$ cat config.mk
export PLATFORM = sky130hd
export DESIGN_NAME = mem_bus_arbiter_flat
export DESIGN_NICKNAME = d
export VERILOG_FILES = /design/src/rtl/mem_bus_arbiter_if.sv /design/src/rtl/mem_bus_arbiter.sv /design/src/flat_wrapper.sv
export SDC_FILE = /design/constraint.sdc
export NUM_CORES = 1
export LEC_CHECK = 0
export BUFFER_PORTS_ARGS = -buffer_cell sky130_fd_sc_hd__buf_2
export CAP_MARGIN = 20
export CORE_MARGIN = 10
export CORE_UTILIZATION = 39
export CTS_CLUSTER_DIAMETER = 50
export DETAILED_ROUTE_END_ITERATION = 12
export PLACE_DENSITY = 0.88
export SLEW_MARGIN = 10
export SYNTH_ARGS = -nofsm -noshare
export SYNTH_HDL_FRONTEND = slang
export SYNTH_SLANG_ARGS = --single-unit
$ cat constraint.sdc
create_clock -name clk -period 2.8 [get_ports clk]
set_input_delay 0.28 -clock clk [delete_from_list [all_inputs] [get_ports clk]]
set_output_delay 0.28 -clock clk [all_outputs]
set_load 0.01 [all_outputs]
$ cat src/rtl/mem_bus_arbiter_if.sv
// mem_bus_arbiter_if: groups the instruction-cache fill port, the data-cache
// port and the external memory bus seen by mem_bus_arbiter.
//   ICACHE_*_SI / DCACHE_*_SD : requests from the two caches
//   ICACHE_*_SA / DCACHE_*_SA : per-cache responses from the arbiter
//   BUS_*_SA                  : bus request driven by the arbiter
//   BUS_*_SX                  : bus completion (ready / read data / error)
// Modports:
//   slave  - the arbiter's view
//   master - the environment's view (caches plus bus interface)
interface mem_bus_arbiter_if;
  logic        ICACHE_REQ_SI;
  logic [31:0] ICACHE_ADR_SI;
  logic        ICACHE_ACK_SA;
  logic        ICACHE_LAST_SA;
  logic [31:0] ICACHE_DATA_SA;
  logic        ICACHE_ERR_SA;

  logic        DCACHE_REQ_SD;
  logic        DCACHE_WE_SD;
  logic [31:0] DCACHE_ADR_SD;
  logic [31:0] DCACHE_DATA_SD;
  logic [3:0]  DCACHE_BYTSEL_SD;
  logic        DCACHE_ACK_SA;
  logic [31:0] DCACHE_DATA_SA;
  logic        DCACHE_ERR_SA;

  logic        BUS_VALID_SA;
  logic        BUS_WE_SA;
  logic [31:0] BUS_ADR_SA;
  logic [31:0] BUS_WDATA_SA;
  logic [3:0]  BUS_BYTSEL_SA;
  logic        BUS_READY_SX;
  logic [31:0] BUS_RDATA_SX;
  logic        BUS_ERROR_SX;

  modport slave (
    input  ICACHE_REQ_SI, ICACHE_ADR_SI,
    output ICACHE_ACK_SA, ICACHE_LAST_SA, ICACHE_DATA_SA, ICACHE_ERR_SA,
    input  DCACHE_REQ_SD, DCACHE_WE_SD, DCACHE_ADR_SD, DCACHE_DATA_SD, DCACHE_BYTSEL_SD,
    output DCACHE_ACK_SA, DCACHE_DATA_SA, DCACHE_ERR_SA,
    output BUS_VALID_SA, BUS_WE_SA, BUS_ADR_SA, BUS_WDATA_SA, BUS_BYTSEL_SA,
    input  BUS_READY_SX, BUS_RDATA_SX, BUS_ERROR_SX
  );

  modport master (
    output ICACHE_REQ_SI, ICACHE_ADR_SI,
    input  ICACHE_ACK_SA, ICACHE_LAST_SA, ICACHE_DATA_SA, ICACHE_ERR_SA,
    output DCACHE_REQ_SD, DCACHE_WE_SD, DCACHE_ADR_SD, DCACHE_DATA_SD, DCACHE_BYTSEL_SD,
    input  DCACHE_ACK_SA, DCACHE_DATA_SA, DCACHE_ERR_SA,
    input  BUS_VALID_SA, BUS_WE_SA, BUS_ADR_SA, BUS_WDATA_SA, BUS_BYTSEL_SA,
    output BUS_READY_SX, BUS_RDATA_SX, BUS_ERROR_SX
  );
endinterface

$ cat src/rtl/mem_bus_arbiter.sv
// mem_bus_arbiter: shares the external memory bus between the I-cache
// line-fill port (fixed-length incrementing bursts) and the D-cache port
// (single beats). Data has priority; bus errors abort the transaction and
// are forwarded to the owner.
// Ports:
//   clk      - clock, rising edge
//   reset_n  - synchronous active-low reset
//   arb_if   - mem_bus_arbiter_if.slave (cache ports + bus)
// Parameters:
//   BURST_LEN - words per instruction line fill (power of 2, >= 1)
//   MAX_WAIT  - instruction starvation threshold (cycles)
// Optional feature macro: ARB_STARVE_GUARD_EN - lets a long-waiting
//   instruction request win over a simultaneous data request.
module mem_bus_arbiter #(
  parameter int unsigned BURST_LEN = 4,
  parameter int unsigned MAX_WAIT  = 8
) (
  input  logic             clk,
  input  logic             reset_n,
  mem_bus_arbiter_if.slave arb_if
);

  localparam int unsigned   CW         = (BURST_LEN > 1) ? $clog2(BURST_LEN) : 1;
  localparam logic [CW-1:0] LAST_BEAT  = CW'(BURST_LEN - 1);
  localparam logic [31:0]   ALIGN_MASK = ~((BURST_LEN * 32'd4) - 32'd1);

  if (BURST_LEN == 0 || (BURST_LEN & (BURST_LEN - 1)) != 0 || MAX_WAIT == 0) begin : g_bad_params
    $error("mem_bus_arbiter: BURST_LEN must be a power of 2 and MAX_WAIT >= 1");
  end

  typedef enum logic [1:0] {IDLE, I_XFER, D_XFER} state_e;

  state_e        state_q, state_d;
  logic [CW-1:0] cnt_q;
  logic [31:0]   adr_q, wdata_q;
  logic          we_q;
  logic [3:0]    bytsel_q;
  logic          last_beat, d_wins, i_act, d_act, xfer;

  assign last_beat = (cnt_q == LAST_BEAT);

`ifdef ARB_STARVE_GUARD_EN
  localparam int unsigned WW = $clog2(MAX_WAIT + 1);
  logic [WW-1:0] wait_q;
  logic          starved;

  assign starved = (32'(wait_q) >= MAX_WAIT);

  // Saturates at MAX_WAIT; that is all the priority decision needs.
  always_ff @(posedge clk) begin
    if (!reset_n)
      wait_q <= '0;
    else if (state_q != I_XFER && state_d == I_XFER)
      wait_q <= '0;
    else if (arb_if.ICACHE_REQ_SI && state_q != I_XFER && !starved)
      wait_q <= wait_q + 1'b1;
  end

  assign d_wins = arb_if.DCACHE_REQ_SD && !(starved && arb_if.ICACHE_REQ_SI);
`else
  assign d_wins = arb_if.DCACHE_REQ_SD;
`endif

  // State register
  always_ff @(posedge clk) begin
    if (!reset_n) state_q <= IDLE;
    else          state_q <= state_d;
  end

  // Next-state logic
  always_comb begin
    state_d = state_q;
    case (state_q)
      IDLE: begin
        if (d_wins)                    state_d = D_XFER;
        else if (arb_if.ICACHE_REQ_SI) state_d = I_XFER;
      end
      I_XFER: if (arb_if.BUS_READY_SX && (arb_if.BUS_ERROR_SX || last_beat)) state_d = IDLE;
      D_XFER: if (arb_if.BUS_READY_SX) state_d = IDLE;
      default: state_d = IDLE;
    endcase
  end

  // Request capture on grant and burst beat counter
  always_ff @(posedge clk) begin
    if (!reset_n) begin
      cnt_q    <= '0;
      adr_q    <= '0;
      we_q     <= 1'b0;
      wdata_q  <= '0;
      bytsel_q <= '0;
    end else if (state_q == IDLE) begin
      cnt_q <= '0;
      if (state_d == D_XFER) begin
        adr_q    <= arb_if.DCACHE_ADR_SD;
        we_q     <= arb_if.DCACHE_WE_SD;
        wdata_q  <= arb_if.DCACHE_DATA_SD;
        bytsel_q <= arb_if.DCACHE_BYTSEL_SD;
      end else if (state_d == I_XFER) begin
        adr_q    <= arb_if.ICACHE_ADR_SI & ALIGN_MASK;
        we_q     <= 1'b0;
        wdata_q  <= '0;
        bytsel_q <= '1;
      end
    end else if (state_q == I_XFER && arb_if.BUS_READY_SX) begin
      cnt_q <= cnt_q + 1'b1;
    end
  end

  // Outputs are qualified by reset_n so everything reads 0 while reset is held,
  // even in the cycle before the synchronous reset takes effect.
  assign i_act = reset_n && (state_q == I_XFER);
  assign d_act = reset_n && (state_q == D_XFER);
  assign xfer  = i_act || d_act;

  // Output logic
  always_comb begin
    arb_if.BUS_VALID_SA   = xfer;
    arb_if.BUS_WE_SA      = xfer && we_q;
    arb_if.BUS_ADR_SA     = xfer ? (adr_q + 32'({cnt_q, 2'b00})) : '0;
    arb_if.BUS_WDATA_SA   = xfer ? wdata_q  : '0;
    arb_if.BUS_BYTSEL_SA  = xfer ? bytsel_q : '0;

    arb_if.ICACHE_ACK_SA  = i_act && arb_if.BUS_READY_SX;
    arb_if.ICACHE_DATA_SA = arb_if.ICACHE_ACK_SA ? arb_if.BUS_RDATA_SX : '0;
    arb_if.ICACHE_ERR_SA  = arb_if.ICACHE_ACK_SA && arb_if.BUS_ERROR_SX;
    arb_if.ICACHE_LAST_SA = arb_if.ICACHE_ACK_SA && (last_beat || arb_if.BUS_ERROR_SX);

    arb_if.DCACHE_ACK_SA  = d_act && arb_if.BUS_READY_SX;
    arb_if.DCACHE_DATA_SA = arb_if.DCACHE_ACK_SA ? arb_if.BUS_RDATA_SX : '0;
    arb_if.DCACHE_ERR_SA  = arb_if.DCACHE_ACK_SA && arb_if.BUS_ERROR_SX;
  end

endmodule
$ cat src/flat_wrapper.sv
// flat-port wrapper written by rule: the top's interface ports become plain ports
module mem_bus_arbiter_flat 
#(
  parameter int unsigned BURST_LEN = 4,
  parameter int unsigned MAX_WAIT  = 8
)
  (clk, reset_n, arb_if_ICACHE_REQ_SI, arb_if_ICACHE_ADR_SI, arb_if_ICACHE_ACK_SA, arb_if_ICACHE_LAST_SA, arb_if_ICACHE_DATA_SA, arb_if_ICACHE_ERR_SA, arb_if_DCACHE_REQ_SD, arb_if_DCACHE_WE_SD, arb_if_DCACHE_ADR_SD, arb_if_DCACHE_DATA_SD, arb_if_DCACHE_BYTSEL_SD, arb_if_DCACHE_ACK_SA, arb_if_DCACHE_DATA_SA, arb_if_DCACHE_ERR_SA, arb_if_BUS_VALID_SA, arb_if_BUS_WE_SA, arb_if_BUS_ADR_SA, arb_if_BUS_WDATA_SA, arb_if_BUS_BYTSEL_SA, arb_if_BUS_READY_SX, arb_if_BUS_RDATA_SX, arb_if_BUS_ERROR_SX);
  mem_bus_arbiter_if arb_if_i ();
  input  logic clk;
  input  logic reset_n;
  input wire logic [$bits(arb_if_i.ICACHE_REQ_SI)-1:0] arb_if_ICACHE_REQ_SI;
  input wire logic [$bits(arb_if_i.ICACHE_ADR_SI)-1:0] arb_if_ICACHE_ADR_SI;
  output wire logic [$bits(arb_if_i.ICACHE_ACK_SA)-1:0] arb_if_ICACHE_ACK_SA;
  output wire logic [$bits(arb_if_i.ICACHE_LAST_SA)-1:0] arb_if_ICACHE_LAST_SA;
  output wire logic [$bits(arb_if_i.ICACHE_DATA_SA)-1:0] arb_if_ICACHE_DATA_SA;
  output wire logic [$bits(arb_if_i.ICACHE_ERR_SA)-1:0] arb_if_ICACHE_ERR_SA;
  input wire logic [$bits(arb_if_i.DCACHE_REQ_SD)-1:0] arb_if_DCACHE_REQ_SD;
  input wire logic [$bits(arb_if_i.DCACHE_WE_SD)-1:0] arb_if_DCACHE_WE_SD;
  input wire logic [$bits(arb_if_i.DCACHE_ADR_SD)-1:0] arb_if_DCACHE_ADR_SD;
  input wire logic [$bits(arb_if_i.DCACHE_DATA_SD)-1:0] arb_if_DCACHE_DATA_SD;
  input wire logic [$bits(arb_if_i.DCACHE_BYTSEL_SD)-1:0] arb_if_DCACHE_BYTSEL_SD;
  output wire logic [$bits(arb_if_i.DCACHE_ACK_SA)-1:0] arb_if_DCACHE_ACK_SA;
  output wire logic [$bits(arb_if_i.DCACHE_DATA_SA)-1:0] arb_if_DCACHE_DATA_SA;
  output wire logic [$bits(arb_if_i.DCACHE_ERR_SA)-1:0] arb_if_DCACHE_ERR_SA;
  output wire logic [$bits(arb_if_i.BUS_VALID_SA)-1:0] arb_if_BUS_VALID_SA;
  output wire logic [$bits(arb_if_i.BUS_WE_SA)-1:0] arb_if_BUS_WE_SA;
  output wire logic [$bits(arb_if_i.BUS_ADR_SA)-1:0] arb_if_BUS_ADR_SA;
  output wire logic [$bits(arb_if_i.BUS_WDATA_SA)-1:0] arb_if_BUS_WDATA_SA;
  output wire logic [$bits(arb_if_i.BUS_BYTSEL_SA)-1:0] arb_if_BUS_BYTSEL_SA;
  input wire logic [$bits(arb_if_i.BUS_READY_SX)-1:0] arb_if_BUS_READY_SX;
  input wire logic [$bits(arb_if_i.BUS_RDATA_SX)-1:0] arb_if_BUS_RDATA_SX;
  input wire logic [$bits(arb_if_i.BUS_ERROR_SX)-1:0] arb_if_BUS_ERROR_SX;
  assign arb_if_i.ICACHE_REQ_SI = arb_if_ICACHE_REQ_SI;
  assign arb_if_i.ICACHE_ADR_SI = arb_if_ICACHE_ADR_SI;
  assign arb_if_ICACHE_ACK_SA = arb_if_i.ICACHE_ACK_SA;
  assign arb_if_ICACHE_LAST_SA = arb_if_i.ICACHE_LAST_SA;
  assign arb_if_ICACHE_DATA_SA = arb_if_i.ICACHE_DATA_SA;
  assign arb_if_ICACHE_ERR_SA = arb_if_i.ICACHE_ERR_SA;
  assign arb_if_i.DCACHE_REQ_SD = arb_if_DCACHE_REQ_SD;
  assign arb_if_i.DCACHE_WE_SD = arb_if_DCACHE_WE_SD;
  assign arb_if_i.DCACHE_ADR_SD = arb_if_DCACHE_ADR_SD;
  assign arb_if_i.DCACHE_DATA_SD = arb_if_DCACHE_DATA_SD;
  assign arb_if_i.DCACHE_BYTSEL_SD = arb_if_DCACHE_BYTSEL_SD;
  assign arb_if_DCACHE_ACK_SA = arb_if_i.DCACHE_ACK_SA;
  assign arb_if_DCACHE_DATA_SA = arb_if_i.DCACHE_DATA_SA;
  assign arb_if_DCACHE_ERR_SA = arb_if_i.DCACHE_ERR_SA;
  assign arb_if_BUS_VALID_SA = arb_if_i.BUS_VALID_SA;
  assign arb_if_BUS_WE_SA = arb_if_i.BUS_WE_SA;
  assign arb_if_BUS_ADR_SA = arb_if_i.BUS_ADR_SA;
  assign arb_if_BUS_WDATA_SA = arb_if_i.BUS_WDATA_SA;
  assign arb_if_BUS_BYTSEL_SA = arb_if_i.BUS_BYTSEL_SA;
  assign arb_if_i.BUS_READY_SX = arb_if_BUS_READY_SX;
  assign arb_if_i.BUS_RDATA_SX = arb_if_BUS_RDATA_SX;
  assign arb_if_i.BUS_ERROR_SX = arb_if_BUS_ERROR_SX;
  mem_bus_arbiter #(.BURST_LEN(BURST_LEN), .MAX_WAIT(MAX_WAIT)) u_core (.clk(clk), .reset_n(reset_n), .arb_if(arb_if_i));
endmodule
==> flow_summary_export.csv, run 1 <==
group,metric,value,unit
status,outcome,"complete, but fails checks",
status,violations,"negative setup slack",
clock_network,cts_tree,"built",
clock_network,cts_sinks,73,
yosys,synthSimpleGateAreaFrac,37.4,%
sta,period_needed,2.91,ns
final_layout,drive_gt1_share,40.8,%
detailed_routing,dr.pass1.iters,6,
sta,final.period_utilization,104,%
yosys,yosysSeqAreaShare,33.4,%
yosys,synth_area_leaders,"dfxtp_1 (33%), and2_1 (16%), a22oi_1 (6.3%)",
clock_network,clk_pin_slew,0.07,ns
power_and_ir_drop,pwr-share-comb,19.7,%
floorplan,fp.dieW,126,µm
clock_network,cts.path.max_buffers,2,
worst_setup_path,crit_path_max_fanout,6,
grt,antenna_found_initial,1,
floorplan,die_h,126,µm
worst_setup_path,crit_arrival,2.63,ns
sta,clock_skew,0.00557,ns
worst_setup_path,crit_required,2.52,ns
yosys,synth_area,0.00438,mm²
worst_setup_path,critPathLaunchType,"register",
yosys,ys_types,41,
detailed_routing,drt_wl_total,18100,µm
yosys,synth_top_family_by_area,"simple AND/OR/NAND/NOR gates",
grt,grt_usage,20.6,%
detailed_routing,wl_per_cell,18.5,µm
detailed_routing,drt_iter0_markers,351,
power_and_ir_drop,p_per_area,466,mW/mm²
place,portBuffers,273,
power_and_ir_drop,pwr-share-seq,42.3,%
grt,grt_pass1_wl,27100,µm
power_and_ir_drop,ir_worst_vdd,0.000243,V
final_layout,syn_to_final_growth,43.1,%
clock_network,clkLatencyLatePin,0.33,ns
worst_setup_path,critPathCaptureType,"primary output",
sta,relSlewSlack,61.9,%
sta,hold_viol_final,0,
worst_hold_path,hp-class,"input pin to register",
place,dp_hpwl,13500,µm
place,placed_cells,954,
power_and_ir_drop,power,0.00292,W
final_layout,nFillCells,1022,
power_and_ir_drop,cellLeakagePower,3.06,nW
power_and_ir_drop,p_sw,0.000927,W
place,place_ws,0.00312,ns
sta,tightest_slew,0.572,ns
floorplan,rows,38,
yosys,synth_cells,574,
floorplan,core_area,0.0109,mm²
final_layout,instances_no_fill,977,
clock_network,cts_max_level,3,
yosys,synthAdderAreaFrac,1.31,%
floorplan,dieArea,0.0159,mm²
yosys,synth_top_cell_area_share,33.4,%
sta,finalSetupViolations,7,
yosys,synth_nets,717,
worst_setup_path,critPathKind,"register to primary output",
power_and_ir_drop,clockPowerShare,38.0,%
sta,setup_ws,-0.108,ns
sta,rsz0062_at_grt,"yes",
detailed_routing,vias,5218,
yosys,syn_area_per_cell,7.63,µm²
grt,first_global_vias,4895,
power_and_ir_drop,switching_share,31.7,%
detailed_routing,vias_per_cell,5.34,
clock_network,ctsRootBufferMaster,"clkbuf_16",
sta,drv_slew,0,
sta,hold_ws,0.195,ns
floorplan,io_pins,278,
final_layout,fin_util,57.3,%
sta,max_clock_freq,344,MHz
yosys,synth_xor_area_share,2.00,%
yosys,yosysWarnings,0,
final_layout,num-nets-final,974,
final_layout,layout_common_cells,"buf_2 (273), and2_1 (109), nand2_1 (70), dfxtp_1 (70)",
yosys,synth_compound_area_share,21.1,%
grt,grt_max_degree,45,
place,place.gp.congestion,0.877,
yosys,yosys_register_bits,73,
yosys,yosysTopAreaCell,"dfxtp_1",
flow_run,maxCapViolations,0,
detailed_routing,postRouteAntennaNets,0,
clock_network,cts_buffers,9,
yosys,synthMuxAreaShare,0,%
final_layout,final_common_cell,"buf_2",
detailed_routing,drc,0,
floorplan,initial_core_util,40.1,%
grt,gr-total-overflow,0,
power_and_ir_drop,intPower,0.00200,W
-- registers in the layout, summed over array words and instances (netlist names) --
signal,count
u_core.adr_q,32
u_core.bytsel_q,4
u_core.state_q,2
u_core.cnt_q,2
u_core.we_q,1
u_core.wdata_q,32
-- critical path: stages (launching register included) --
cell and delay (ns):
dfxtp_1 0.38, inv_1 0.09, fa_2 0.39, nand2b_4 0.17
or4_4 0.49, or4_4 0.50, a21oi_2 0.14, buf_2 0.15
-- power groups by stage --
stage / Sequential, W / Combinational (W) / Clock, W
global route: 0.00125 / 0.000641 / 0.00117
floorplan: 0.00122 / 0.000344 / 0
global placement: 0.00124 / 0.000558 / 0
finish: 0.00124 / 0.000575 / 0.00111
detailed placement: 0.00125 / 0.000567 / 0
CTS: 0.00123 / 0.000573 / 0.00113
-- metal layers --
layer  global-route usage [%]  routed length, µm  vias up
li1                         -                  -     2522
met1                     23.3               6830     2389
met2                     35.9               9080      273
met3                     5.41               1680       34
met4                     8.64                498        0
met5                        0                  0        -
-- area by class of cell --
cell class                 count  area (µm²)  share of cell area, %
multi-input combinational    448        2810                   44.8
sequential                    73        1470                   23.4
inverter                       7        26.3                  0.419
clock buffer                   9         225                   3.59
timing repair buffer         292        1510                   24.1
clock inverter                 7        58.8                  0.938
tap                          140         175                   2.79
antenna                        1        2.50                 0.0399
-- synthesized netlist by cell type (all sizes together) --
| master | number |
|---|---|
| xnor2 | 7 |
| or4 | 14 |
| and4 | 3 |
| nand3 | 9 |
| or4b | 1 |
| and4b | 1 |
| nor4 | 1 |
| ha | 3 |
| o21ai | 40 |
| nand2 | 70 |
| a21oi | 21 |
| a31oi | 28 |
| xor2 | 3 |
| and2 | 109 |
| o21a | 1 |
| a21o | 2 |
| fa | 1 |
| nor2 | 13 |
| clkbuf | 43 |
| or3 | 8 |
| nand4 | 7 |
| buf | 5 |
| a21boi | 1 |
| o221a | 4 |
| nor3 | 1 |
| nand2b | 4 |
| dfxtp | 73 |
| o31ai | 11 |
| o211ai | 1 |
| nor3b | 2 |
| a22oi | 37 |
| and3 | 3 |
| inv | 7 |
| nor2b | 39 |
| or3b | 1 |
-- logic make-up after synthesis --
logic type	Yosys count
AO/OA/AOI/OAI	146
XOR/XNOR	10
adder cells (fa/ha/maj)	4
buffers and inverters	55
flip-flops	73
AND/OR/NAND/NOR	286
-- stage by stage --
step	setup TNS [ns]	instance area, µm²
2_1_floorplan	0	4390
3_3_place_gp	0	5860
3_5_place_dp	0	5860
4_1_cts	-0.457	6220
5_1_grt	-0.684	6270
6_report	-0.322	6270
-- worst paths after layout --
path         slack [ns]  cells past startpoint                               to                       startpoint
min                0.20                      3    u_core.adr_q[28]$_SDFFE_PN0P_         arb_if_DCACHE_ADR_SD[28]
max reg2reg        0.83                      5     u_core.adr_q[6]$_SDFFE_PN0P_     u_core.state_q[0]$_SDFF_PN0_
min reg2reg        0.53                      2  u_core.wdata_q[10]$_SDFFE_PN0P_  u_core.wdata_q[10]$_SDFFE_PN0P_
max               -0.11                      7            arb_if_BUS_ADR_SA[24]     u_core.adr_q[3]$_SDFFE_PN0P_
-- what timing repair did --
action	4_1_cts	5_1_grt
hold endpoints to repair	0	0
setup buffers	3	1
endpoints found under the setup margin	9	16
resized for setup	12	7
hold buffers	0	0
pin swaps	9	4
gates cloned	1	1
Note: power is estimated with default switching activity, not from simulation.
==> run 2: changes to the inputs <==
Clock period 2.8 ns to 2.42 ns, I/O delays scaled along.
==> run 2 against run 1 <==
Net effect:
- the flow still finishes with violations (negative setup slack)
- combinational power up 28%
- global-route usage grew 0.39 points
- highest routed layer is now met5
- critical path type unchanged
- first-iteration DRC count is 2.8% lower
- largest power group unchanged
- register-to-register slack got worse by 0.16 ns
- setup slack got worse by 0.36 ns
- core utilization rose by 3.6 points
- sequential share of layout area shrank 1.2 points
- clock skew is 0.0065 ns higher
- power is 21% higher
==> flow_summary_export.csv, run 2 (synthesis results as in run 1) <==
group,metric,value,unit
final_layout,seq_area,0.00148,mm²
worst_setup_path,critPathBufInv,4,
worst_setup_path,r2r_cells,5,
clock_network,cts_buffers,9,
sta,finalSetupViolations,20,
worst_hold_path,hold_end,"u_core.adr_q[6]$_SDFFE_PN0P_",
floorplan,io_pins,278,
final_layout,final_area,0.00667,mm²
sta,final.period_utilization,119,%
worst_setup_path,critical_path.cell_chain,"ha_4 -> inv_2 -> fa_2 -> nand2b_4 -> or4_4 -> buf_6 -> o31ai_4 -> buf_4 -> a21oi_4 -> buf_6",
worst_hold_path,min_from,"arb_if_ICACHE_ADR_SI[6]",
power_and_ir_drop,intPower,0.00246,W
power_and_ir_drop,p_per_area,532,mW/mm²
final_layout,top_regs,"u_core.adr_q: 32 flops, u_core.wdata_q: 32 flops, u_core.bytsel_q: 4 flops",
worst_setup_path,crit_cells,10,
final_layout,multi_input_area,0.00294,mm²
clock_network,cts_tree,"built",
power_and_ir_drop,p_sw,0.00108,W
power_and_ir_drop,cellLeakagePower,3.23,nW
worst_setup_path,crit_path_start,"u_core.cnt_q[0]$_SDFFE_PP0P_",
detailed_routing,wl_met2,9470,µm
floorplan,initial_core_util,40.1,%
sta,totalNegativeSetupSlack,-4.91,ns
clock_network,cts_max_level,3,
floorplan,fp.dieW,126,µm
power_and_ir_drop,ir_worst_vdd,0.000359,V
final_layout,syn_to_final_growth,52.2,%
power_and_ir_drop,switching_share,30.5,%
worst_setup_path,cp_top_family,"simple AND/OR/NAND/NOR gates",
worst_setup_path,critPathLaunchType,"register",
sta,period_needed,2.89,ns
floorplan,rows,38,
clock_network,clkLatencyLatePin,0.33,ns
sta,tightest_slew,0.438,ns
clock_network,ctsRootBufferMaster,"clkbuf_16",
floorplan,dieArea,0.0159,mm²
place,place.gp.congestion,0.900,
floorplan,core_area,0.0109,mm²
worst_hold_path,hold_depth,3,
final_layout,num-nets-final,997,
worst_setup_path,critPathCaptureType,"primary output",
sta,drv_slew,0,
worst_setup_path,crit_path_max_fanout,6,
sta,max_clock_freq,346,MHz
sta,relSlewSlack,70.8,%
power_and_ir_drop,pwr-share-seq,40.2,%
clock_network,cts_sinks,73,
worst_setup_path,crit_arrival,2.65,ns
worst_setup_path,reg2reg_slack,0.67,ns
worst_setup_path,critPathKind,"register to primary output",
floorplan,die_h,126,µm
sta,clock_skew,0.0120,ns
status,outcome,"complete, but fails checks",
detailed_routing,vias,5343,
flow_run,maxCapViolations,0,
worst_hold_path,hp-class,"input pin to register",
sta,setup_ws,-0.469,ns
final_layout,layout_common_cells,"buf_2 (272), and2_1 (109), nand2_1 (70)",
final_layout,fin_util,61.0,%
worst_setup_path,crit_slowest_cell,"or4_4",
worst_setup_path,r2r-end,"u_core.adr_q[9]$_SDFFE_PN0P_",
worst_setup_path,max_stage_delay,0.56,ns
sta,hold_viol_final,0,
grt,antenna_found_initial,2,
final_layout,final_common_cell,"buf_2",
grt,grt_pass1_wl,27600,µm
clock_network,cts_hold_buf,0,
grt,grt_usage,21.0,%
worst_setup_path,rr_startpoint,"u_core.state_q[0]$_SDFF_PN0_",
detailed_routing,wl_per_cell,18.4,µm
sta,rsz0062_at_grt,"yes",
grt,gr-total-overflow,0,
status,violations,"negative setup slack",
place,dp_hpwl,13800,µm
detailed_routing,postRouteAntennaNets,0,
place,place_ws,-0.202,ns
final_layout,nFillCells,979,
power_and_ir_drop,pwr-share-comb,20.7,%
sta,hold_ws,0.157,ns
clock_network,cts.path.max_buffers,2,
place,portBuffers,273,
clock_network,clk_pin_slew,0.07,ns
detailed_routing,drt_iter0_markers,341,
worst_setup_path,cp_common_cell,"buf_6",
place,place_area,0.00607,mm²
detailed_routing,vias_per_cell,5.34,
final_layout,drive_gt1_share,45.5,%
detailed_routing,dr.pass1.iters,5,
detailed_routing,wl_met3,1690,µm
detailed_routing,top_layer,"met5",
grt,grt_max_degree,54,
detailed_routing,drc,0,
grt,first_global_vias,5045,
power_and_ir_drop,clockPowerShare,39.1,%
detailed_routing,wl_met1,6790,µm
detailed_routing,drt_wl_total,18400,µm
worst_setup_path,crit_required,2.18,ns
[run 2: metrics by stage]
step	power, W	instances
after CTS	0.00357	996
after global routing	0.00371	1000
after detailed placement	0.00215	972
after floorplan	0.00181	574
final	0.00355	1000
after global placement	0.00213	971
[run 2: layout make-up]
cell class | instances | area share, %
inverters | 7 | 0.394
diodes | 1 | 0.0375
multi-input cells | 448 | 44.1
flip-flops and latches | 73 | 22.2
clock inverters | 7 | 1.28
clock buffers | 9 | 3.38
repair buffers | 315 | 26.0
well taps | 140 | 2.63
[run 2: worst max path at each step]
stage	end	slack (ns)
2_1_floorplan	arb_if_BUS_ADR_SA[20]	-0.1
3_3_place_gp	arb_if_BUS_ADR_SA[24]	-0.17
3_5_place_dp	arb_if_BUS_ADR_SA[24]	-0.20
4_1_cts	arb_if_BUS_ADR_SA[24]	-0.49
5_1_grt	arb_if_BUS_ADR_SA[30]	-0.54
6_report	arb_if_BUS_ADR_SA[30]	-0.47
[run 2: power by group through the flow]
| stage | Sequential (W) | Clock [W] | Combinational [W] |
|---|---|---|---|
| 2_1_floorplan | 0.00141 | 0 | 0.000405 |
| 3_3_place_gp | 0.00143 | 0 | 0.000698 |
| 3_5_place_dp | 0.00143 | 0 | 0.000720 |
| 4_1_cts | 0.00142 | 0.00142 | 0.000731 |
| 5_1_grt | 0.00144 | 0.00146 | 0.000816 |
| 6_report | 0.00143 | 0.00139 | 0.000736 |
[run 2: tightest hold or removal path, cell delays in order]
cell	delay (ns)
buf_2	0.09
nand2_1	0.05
a31oi_1	0.07
[run 2: per-layer routing]
layer	track usage, %	vias to the layer above
met5	0	-
met1	22.9	2474
met3	7.26	41
met4	7.23	2
li1	-	2568
met2	37.1	258
[run 2: repair_timing]
item                       4_1_cts  5_1_grt
buffers inserted                 6        3
setup endpoints to repair       21       22
resized for setup               30       23
cloned                           2        0
pin swaps                       11       12
==> run 3: changes to the inputs <==
Settings changed: ABC_AREA set to 1, CORE_UTILIZATION 39 to 41, PLACE_DENSITY 0.88 to 0.89.
==> run 3 against run 2 <==
Net effect:
- the run now ends clean
- flip-flop and latch count unchanged
- wire length increased by 5.3%
- critical path type unchanged
- clock skew down 0.0053 ns
- critical endpoint is now arb_if_BUS_ADR_SA[12]
- power increased by 4.9%
- register-to-register slack hardly changed
==> flow_summary_export.csv, run 3 <==
group,metric,value,unit
status,outcome,"finished, final reports clean",
floorplan,dieArea,0.0166,mm²
worst_setup_path,max_stage_delay,0.38,ns
yosys,ys_types,26,
clock_network,clkLatencyLatePin,0.34,ns
yosys,synth_area_leaders,"dfxtp_1 (30%), nand2_1 (17%), nor2_1 (14%)",
detailed_routing,drc,0,
worst_hold_path,hp-class,"input pin to register",
floorplan,fp.dieW,129,µm
sta,hold_ws,0.166,ns
clock_network,ctsRootBufferMaster,"clkbuf_16",
sta,period_needed,2.36,ns
detailed_routing,drt_wl_total,19400,µm
flow_run,maxCapViolations,0,
sta,relSlewSlack,40.8,%
grt,antenna_found_initial,1,
worst_setup_path,critical_path.cell_chain,"ha_4 -> inv_1 -> fa_2 -> inv_2 -> nand3_2 -> nor2_4 -> nand2_4 -> buf_4 -> o21ai_0 -> a21oi_1 -> buf_2",
sta,tightest_slew,0.888,ns
place,portBuffers,273,
final_layout,instances_no_fill,1267,
final_layout,layout_common_cells,"buf_2 (273), nand2_1 (221), nor2_1 (178)",
grt,grt_usage,21.9,%
worst_setup_path,critPathBufInv,4,
yosys,syn_area_per_cell,5.66,µm²
worst_setup_path,critPathCaptureType,"primary output",
place,placed_cells,1243,
sta,clock_skew,0.00672,ns
power_and_ir_drop,p_per_area,556,mW/mm²
final_layout,final_area,0.00669,mm²
clock_network,cts_max_level,3,
yosys,synth_nets,1004,
grt,gr-total-overflow,0,
clock_network,cts_sinks,73,
clock_network,cts.path.max_buffers,2,
power_and_ir_drop,ir_worst_vdd,0.000340,V
floorplan,core_area,0.0115,mm²
final_layout,syn_to_final_growth,37.3,%
final_layout,drive_gt1_share,29.7,%
sta,final.period_utilization,97.3,%
detailed_routing,drt_iter0_markers,407,
final_layout,nFillCells,1122,
worst_setup_path,crit_path_max_fanout,3,
yosys,yosys_register_bits,73,
yosys,synth-edff-count,0,
detailed_routing,vias,6090,
yosys,synth_top_cell_area_share,30.0,%
clock_network,cts_hold_buf,0,
sta,hold_viol_final,0,
worst_setup_path,critPathKind,"register to primary output",
final_layout,num-nets-final,1261,
detailed_routing,postRouteAntennaNets,0,
final_layout,multi_input_area,0.00263,mm²
final_layout,seq_area,0.00146,mm²
place,place_area,0.00623,mm²
detailed_routing,dr.pass1.iters,5,
worst_setup_path,crit_slowest_cell,"fa_2",
sta,rsz0062_at_grt,"yes",
detailed_routing,vias_per_cell,4.81,
yosys,yosysMostFrequentCell,"nand2_1",
yosys,synth_area,0.00487,mm²
detailed_routing,wl_per_cell,15.3,µm
yosys,synthTopCellsByCount,"nand2_1 (222), nor2_1 (181), inv_1 (143), nand3_1 (82), a21oi_1 (74)",
floorplan,io_pins,278,
clock_network,cts_buffers,9,
grt,grt_pass1_wl,29600,µm
floorplan,die_h,129,µm
yosys,ys.flop_type,"dfxtp_1",
worst_setup_path,critPathLaunchType,"register",
floorplan,rows,39,
floorplan,initial_core_util,42.3,%
worst_setup_path,cp_top_family,"adder cells",
place,dp_hpwl,15300,µm
clock_network,clk_pin_slew,0.06,ns
grt,first_global_vias,5749,
power_and_ir_drop,cellLeakagePower,3.72,nW
final_layout,fin_util,58.1,%
sta,finalSetupViolations,0,
worst_setup_path,crit_arrival,2.11,ns
final_layout,final_common_cell,"buf_2",
final_layout,top_regs,"u_core.adr_q: 32 flops, u_core.wdata_q: 32 flops, u_core.bytsel_q: 4 flops",
sta,totalNegativeSetupSlack,0,ns
clock_network,cts_tree,"built",
yosys,yosysWarnings,0,
worst_setup_path,crit_required,2.18,ns
yosys,yosysSeqAreaShare,30.0,%
sta,max_clock_freq,424,MHz
place,place.gp.congestion,0.919,
grt,grt_max_degree,66,
yosys,async_flop_share,0,%
yosys,synth_cells,861,
sta,drv_slew,0,
yosys,yosysTopAreaCell,"dfxtp_1",
run 3: cell count changes after synthesis, moves of 28 or more:
| cell | before | now |
|---|---|---|
| a21oi_1 | 21 | 74 |
| a22oi_1 | 37 | 1 |
| clkbuf_1 | 43 | 10 |
| nand2_1 | 70 | 222 |
| and2_1 | 109 | 0 |
| nor2_1 | 13 | 181 |
| nand3_1 | 9 | 82 |
| inv_1 | 7 | 143 |
| nor2b_1 | 39 | 0 |
| a31oi_1 | 28 | 0 |
run 3: path summary, 6_finish.rpt:
kind,start,endpoint,slack [ns],cells after the start
worst min-delay path,arb_if_DCACHE_DATA_SD[31],u_core.wdata_q[31]$_SDFFE_PN0P_,0.17,3
worst max register to register,u_core.state_q[1]$_SDFF_PN0_,u_core.adr_q[4]$_SDFFE_PN0P_,0.67,9
worst max-delay path,u_core.adr_q[2]$_SDFFE_PN0P_,arb_if_BUS_ADR_SA[12],0.06,11
worst min register to register,u_core.bytsel_q[0]$_SDFFE_PN0P_,u_core.bytsel_q[0]$_SDFFE_PN0P_,0.46,2
run 3: routing by layer:
layer	wire length, µm	vias to the layer above	share of wire (%)	global-route usage, %
li1	-	3115	-	-
met1	7860	2693	41	24.9
met2	9240	249	48	37.8
met3	1590	33	8.2	5.13
met4	698	0	3.6	11.0
met5	0	-	0	0
run 3: tightest hold or removal path: cells and delay by family:
| family | cells | cell delay, ns |
|---|---|---|
| simple gates | 1 | 0.07 |
| buf+inv | 1 | 0.09 |
| compound gates | 1 | 0.06 |
run 3: cell type report:
cell class | count | area share [%]
antenna | 1 | 0.0374
timing repair buffer | 290 | 22.7
multi-input combinational | 596 | 39.3
clock inverter | 5 | 1.29
inverter | 148 | 8.34
clock buffer | 11 | 3.78
sequential | 73 | 21.9
tap | 143 | 2.68
run 3: per-stage QoR:
step / total power (W) / setup WS (ns)
final: 0.00372 / 0.0642
after floorplan: 0.00194 / 0.384
after global placement: 0.00221 / 0.184
after CTS: 0.00373 / 0.00799
after global routing: 0.00390 / -0.0152
after detailed placement: 0.00223 / 0.132
run 3: report_power, final:
part	leakage, nW	total [W]	switching [W]	internal [W]
registers	0.603	0.00140	0.0000872	0.00131
logic	2.95	0.000818	0.000516	0.000302
clock network	0.166	0.00150	0.000536	0.000966
run 3: what timing repair did:
item                                    4_1_cts  5_1_grt
endpoints found under the setup margin        9        9
pin swaps                                     5        3
buffers inserted                              3        4
gates resized for setup                      14        5
run 3: kinds of logic after synthesis:
group | share of synthesized area [%]
flip-flops | 30.0
AO/OA/AOI/OAI | 9.94
AND/OR/NAND/NOR | 41.0
adder cells (fa/ha/maj) | 1.18
buffers and inverters | 17.4
XOR/XNOR | 0.540
